<file path="src/rtl/clk_div_bank_if.sv">
// Divisor write port for clk_div_bank.
// Valid/ready transfer of a channel index and half-period.
interface clk_div_bank_if #(
  parameter int CHANNELS = 4,
  parameter int WIDTH    = 32
);
  localparam int CW = (CHANNELS > 1) ? $clog2(CHANNELS) : 1;

  logic            cfg_valid;
  logic            cfg_ready;
  logic [CW-1:0]   cfg_chan;
  logic [WIDTH-1:0] cfg_half;

  modport master (
    output cfg_valid,
    output cfg_chan,
    output cfg_half,
    input  cfg_ready
  );

  modport slave (
    input  cfg_valid,
    input  cfg_chan,
    input  cfg_half,
    output cfg_ready
  );
endinterface

</file>
<file path="src/rtl/clk_div_bank.sv">
// Programmable multi-channel 50% clock divider bank with edge pulses.
// Define CLK_DIV_BANK_SYNC_EN to build the global sync realign logic.
module clk_div_bank #(
  parameter int CLK_FREQ     = 12_000_000,
  parameter int DEFAULT_FREQ = 1,
  parameter int CHANNELS     = 4,
  parameter int WIDTH        = 32
) (
  input  logic                clk,
  input  logic                rst,
  input  logic [CHANNELS-1:0] enable,
  input  logic                sync,
  clk_div_bank_if.slave       cfg,
  output logic [CHANNELS-1:0] divided_clk,
  output logic [CHANNELS-1:0] divided_pulse
);

  localparam int CW = (CHANNELS > 1) ? $clog2(CHANNELS) : 1;
  localparam logic [WIDTH-1:0] RST_H =
    WIDTH'(CLK_FREQ / DEFAULT_FREQ / 2);

  logic [WIDTH-1:0]    r_h [CHANNELS];
  logic [WIDTH-1:0]    r_s [CHANNELS];
  logic [WIDTH-1:0]    r_c [CHANNELS];
  logic [CHANNELS-1:0] r_pend;
  logic [CHANNELS-1:0] r_q;
  logic [CHANNELS-1:0] r_pulse;

  logic                w_ready;
  logic                w_sync;
  logic [CHANNELS-1:0] w_wr;
  logic [CHANNELS-1:0] w_run;
  logic [CHANNELS-1:0] w_last;

`ifdef CLK_DIV_BANK_SYNC_EN
  assign w_sync = sync;
`else
  logic w_unused_sync;
  assign w_unused_sync = sync;
  assign w_sync = 1'b0;
`endif

  // Out-of-range channels never block, so such writes are dropped.
  always_comb begin
    w_ready = 1'b1;
    for (int i = 0; i < CHANNELS; i++) begin
      if (cfg.cfg_chan == CW'(i))
        w_ready = ~r_pend[i];
    end
  end

  assign cfg.cfg_ready = w_ready;

  always_comb begin
    w_wr   = '0;
    w_run  = '0;
    w_last = '0;
    for (int i = 0; i < CHANNELS; i++) begin
      w_wr[i]   = cfg.cfg_valid && w_ready &&
                  (cfg.cfg_chan == CW'(i));
      w_run[i]  = enable[i] && (r_h[i] != '0);
      w_last[i] = (r_c[i] == r_h[i] - WIDTH'(1));
    end
  end

  always_ff @(posedge clk) begin
    if (rst) begin
      for (int i = 0; i < CHANNELS; i++) begin
        r_h[i] <= RST_H;
        r_s[i] <= '0;
        r_c[i] <= '0;
      end
      r_pend  <= '0;
      r_q     <= '0;
      r_pulse <= '0;
    end else begin
      for (int i = 0; i < CHANNELS; i++) begin
        r_pulse[i] <= 1'b0;
        if (w_wr[i]) begin
          r_s[i]    <= cfg.cfg_half;
          r_pend[i] <= 1'b1;
        end
        if (w_sync) begin
          r_c[i] <= '0;
          r_q[i] <= 1'b0;
          if (r_pend[i]) begin
            r_h[i]    <= r_s[i];
            r_pend[i] <= 1'b0;
          end
        end else if (r_pend[i] && !w_run[i]) begin
          r_h[i]    <= r_s[i];
          r_pend[i] <= 1'b0;
          r_c[i]    <= '0;
          r_q[i]    <= 1'b0;
        end else if (w_run[i]) begin
          if (w_last[i]) begin
            r_c[i]     <= '0;
            r_q[i]     <= ~r_q[i];
            r_pulse[i] <= ~r_q[i];
            // High-to-low toggle is the only safe swap point.
            if (r_q[i] && r_pend[i]) begin
              r_h[i]    <= r_s[i];
              r_pend[i] <= 1'b0;
            end
          end else begin
            r_c[i] <= r_c[i] + WIDTH'(1);
          end
        end
      end
    end
  end

  assign divided_clk   = r_q;
  assign divided_pulse = r_pulse;

endmodule
</file>
<file path="src/flat_wrapper.sv">
// flat-port wrapper written by rule: the top's interface ports become plain ports
module clk_div_bank_flat 
#(
  parameter int CLK_FREQ     = 12_000_000,
  parameter int DEFAULT_FREQ = 1,
  parameter int CHANNELS     = 4,
  parameter int WIDTH        = 32
)
  (clk, rst, enable, sync, divided_clk, divided_pulse, cfg_cfg_valid, cfg_cfg_chan, cfg_cfg_half, cfg_cfg_ready);
  clk_div_bank_if #(.CHANNELS(CHANNELS), .WIDTH(WIDTH)) cfg_i ();
  input  logic clk;
  input  logic rst;
  input  logic [CHANNELS-1:0] enable;
  input  logic sync;
  output logic [CHANNELS-1:0] divided_clk;
  output logic [CHANNELS-1:0] divided_pulse;
  input wire logic [$bits(cfg_i.cfg_valid)-1:0] cfg_cfg_valid;
  input wire logic [$bits(cfg_i.cfg_chan)-1:0] cfg_cfg_chan;
  input wire logic [$bits(cfg_i.cfg_half)-1:0] cfg_cfg_half;
  output wire logic [$bits(cfg_i.cfg_ready)-1:0] cfg_cfg_ready;
  assign cfg_i.cfg_valid = cfg_cfg_valid;
  assign cfg_i.cfg_chan = cfg_cfg_chan;
  assign cfg_i.cfg_half = cfg_cfg_half;
  assign cfg_cfg_ready = cfg_i.cfg_ready;
  clk_div_bank #(.CLK_FREQ(CLK_FREQ), .DEFAULT_FREQ(DEFAULT_FREQ), .CHANNELS(CHANNELS), .WIDTH(WIDTH)) u_core (.clk(clk), .rst(rst), .enable(enable), .sync(sync), .cfg(cfg_i), .divided_clk(divided_clk), .divided_pulse(divided_pulse));
endmodule
</file>
<file path="config.mk">
export PLATFORM = sky130hd
export DESIGN_NAME = clk_div_bank_flat
export DESIGN_NICKNAME = d
export VERILOG_FILES = /design/src/rtl/clk_div_bank_if.sv /design/src/rtl/clk_div_bank.sv /design/src/flat_wrapper.sv
export SDC_FILE = /design/constraint.sdc
export NUM_CORES = 1
export LEC_CHECK = 0
export ABC_AREA = 1
export CAP_MARGIN = 20
export CORE_ASPECT_RATIO = 0.5
export CORE_MARGIN = 1.5
export CORE_UTILIZATION = 45
export CTS_BUF_LIST = sky130_fd_sc_hd__clkbuf_2
export DETAILED_ROUTE_END_ITERATION = 10
export PLACE_DENSITY = 0.65
export SYNTH_ARGS = -nofsm -noshare
export SYNTH_HDL_FRONTEND = slang
export SYNTH_SLANG_ARGS = --single-unit
</file>
<file path="constraint.sdc">
create_clock -name clk -period 9.79 [get_ports clk]
set_clock_uncertainty 0.05 [all_clocks]
set_input_delay 2.937 -clock clk [delete_from_list [all_inputs] [get_ports clk]]
set_output_delay 2.937 -clock clk [all_outputs]
set_load 0.02 [all_outputs]
</file>
==> results.sh <==
export IMPL_placed_cells_incl_taps=3635
export IMPL_clk_path_buf_depth=3
export IMPL_largest_net_degree_at_the_start_of_global_routing=34
export IMPL_power_static_leakage_nw=10.4
export IMPL_slew_headroom_pct=30.4
export IMPL_cts_root_buffer="clkbuf_2"
export IMPL_fp_dieArea_um2=54800
export IMPL_number_of_global_route_vias_before_repair=18000
export IMPL_cts_buffers_inserted=91
export IMPL_path_max_fanout=5
export IMPL_commonest_non_fill_non_tap_cell_in_the_layout="nand2_1"
export IMPL_post_synth_instance_area_um2=24000
export IMPL_grt_overflow_total=0
export IMPL_min_delay_path_class="flop to flop"
export IMPL_layout_cells_non_filler=3799
export IMPL_floorplan_die_width_um=330
export IMPL_worstMarginPinSlew_ns=1.04
export IMPL_synth_ff_latch_count=396
export IMPL_synth_area_top_cells="edfxtp_1 (48%), nand2_1 (9.5%), nor2_1 (9.1%)"
export IMPL_detail_route_wl_per_cell_um=16.3
export IMPL_layout_drive_gt1_share_pct=9.59
export IMPL_antenna_violating_nets_post_route=0
export IMPL_fmax_ghz=0.132
export IMPL_maxCapViolCount=0
export IMPL_cells_after_synth=2915
export IMPL_arrival_time_of_data_at_the_critical_path_endpoint_ns=4.58
export IMPL_clk_pin_slew_ns=0.11
export IMPL_cts_max_level=3
export IMPL_syn_num_nets=2965
export IMPL_post_synth_cell_area_avg_um2=8.24
export IMPL_detailedPlacementHpwl_um=46100
export IMPL_setup_total_negative_slack_ns=0
export IMPL_total_i_o_pin_count=51
export IMPL_placedInstanceArea_um2=25300
export IMPL_area_growth_pct=9.03
export IMPL_rsz0062_at_grt="false"
export IMPL_num_vias=19100
export IMPL_grt_antenna_before_repair=1
export IMPL_cellPowerDensity_nw_per_um2=137
export IMPL_drtPass1Iterations=6
export IMPL_synth_distinct_cells=47
export IMPL_number_of_port_buffers=49
export IMPL_synth_ff_type="edfxtp_1"
export IMPL_timing_final_setup_violations=0
export IMPL_cp_start_kind="input pin"
export IMPL_slew_viol_final=0
export IMPL_finalHoldWorstSlack_ns=0.373
export IMPL_hold_violations_final=0
export IMPL_core_area_um2=52300
export IMPL_cell_area_after_layout_um2=26200
export IMPL_yosysTopAreaCell="edfxtp_1"
export IMPL_yosysSeqAreaShare_pct=49.0
export IMPL_finalCritPeriodShare_pct=77.3
export IMPL_vdd_drop_max_mv=0.0731
export IMPL_first_pass_grt_wire_length_um=98000
export IMPL_clock_latency_of_the_later_clocked_register_in_the_worst_skew_pair_ns=1.09
export IMPL_die_y_um=166
export IMPL_tritoncts="yes"
export IMPL_post_synth_top_area_fraction_pct=48.0
export IMPL_run_status="finished, final reports clean"
export IMPL_cts_post_setup_buffers_inserted=0
export IMPL_synth_enable_flop_cells=384
export IMPL_drc=0
export IMPL_hold_buffers=0
export IMPL_floorplan_initialDensity_pct=45.9
export IMPL_ys_warn_count=0
export IMPL_postSynth_asyncResetShare_pct=0
export IMPL_cts_resized=0
export IMPL_route_detailed_vias_per_inst=5.03
export IMPL_cp_data_required_time_ns=6.80
export IMPL_clock_sinks=396
export IMPL_timing_worst_setup_path_type="input pin to output pin"
export IMPL_period_needed_ns=7.57
export IMPL_cp_end_kind="output pin"
export IMPL_wirelength_um=62000
export IMPL_place_gp_congestion=0.934
export IMPL_fp_row_count=59
export IMPL_final_nets=3080
export IMPL_final_cell_mix="nand2_1 (605), nor2_1 (585), inv_1 (449)"
export IMPL_grt_usage_pct=22.8
export IMPL_drt_first_iter_violations=1562
layout make-up:
class                           count  area [µm²]
Fill cell                        5010       26200
Inverter                          454        1700
Clock inverter                     43         278
Tap cell                          701         877
Sequential cell                   396       11800
Multi-Input combinational cell   2014       10300
Antenna cell                        1        2.50
Timing Repair Buffer               73         713
Clock buffer                      117         586
Yosys cell counts, drive strengths merged, types with 24 or more instances:
cell type	count
xnor2	78
inv	453
nand3	153
buf	27
clkbuf	24
edfxtp	384
a21oi	76
nand2	621
nand3b	30
xor2	151
o21ai	37
nor2	655
nor3	49
nand4	87
critical path: stages:
cell             delay (ns)
clkdlybuf4s50_1        0.55
inv_1                  0.12
nand3_1                0.10
o2111ai_1              0.10
o21ai_0                0.12
clkdlybuf4s50_1        0.66
metrics by stage:
step | total power, mW | setup slack (ns) | util (%)
2_1_floorplan | 2.33 | 3.18 | -
3_3_place_gp | 2.46 | 2.23 | 48.2
3_5_place_dp | 2.47 | 2.23 | 48.3
4_1_cts | 3.61 | 2.23 | 49.9
5_1_grt | 3.75 | 2.13 | 50.0
6_report | 3.57 | 2.22 | 50.0
logic make-up after synthesis:
family                     after synthesis  share of synthesized area (%)
xor gates and xnor gates               229                           8.38
adders and majority gates                8                          0.417
AOI/OAI and AO/OA                      132                           3.40
DFF                                    396                           49.0
and+or+nand+nor                       1645                           30.5
buffers and inverters                  505                           8.30
registers in the layout, indices dropped and copies added (netlist names):
signal	flops
u_core.divided_clk	4
u_core.divided_pulse	4
u_core.r_c	128
u_core.r_h	128
u_core.r_pend	4
u_core.r_s	128
worst paths after layout:
check / from / end / cells past startpoint / slack (ns)
hold reg to reg: u_core.r_s[0][71]$_SDFFCE_PN0P_ / u_core.r_h[2][7]$_SDFFCE_PN1P_ / 2 / 0.37
setup reg to reg: u_core.r_h[0][0]$_SDFFCE_PN0P_ / u_core.r_h[0][4]$_SDFFCE_PN0P_ / 14 / 6.24
hold / removal: u_core.r_s[0][71]$_SDFFCE_PN0P_ / u_core.r_h[2][7]$_SDFFCE_PN1P_ / 2 / 0.37
setup / recovery: cfg_cfg_chan[0] / cfg_cfg_ready / 6 / 2.22
layer usage:
| layer | part of all wire [%] | GRT usage, % |
|---|---|---|
| met3 | 6.5 | 4.53 |
| met1 | 48 | 33.4 |
| met5 | 0 | 0 |
| met2 | 44 | 34.4 |
| met4 | 2.0 | 5.82 |
report_power, final:
group,internal (mW),switching (mW)
logic,0.137,0.251
clock network,0.436,0.702
registers,1.95,0.0968
total,2.52,1.05
Power figures use the tool's default switching activity.
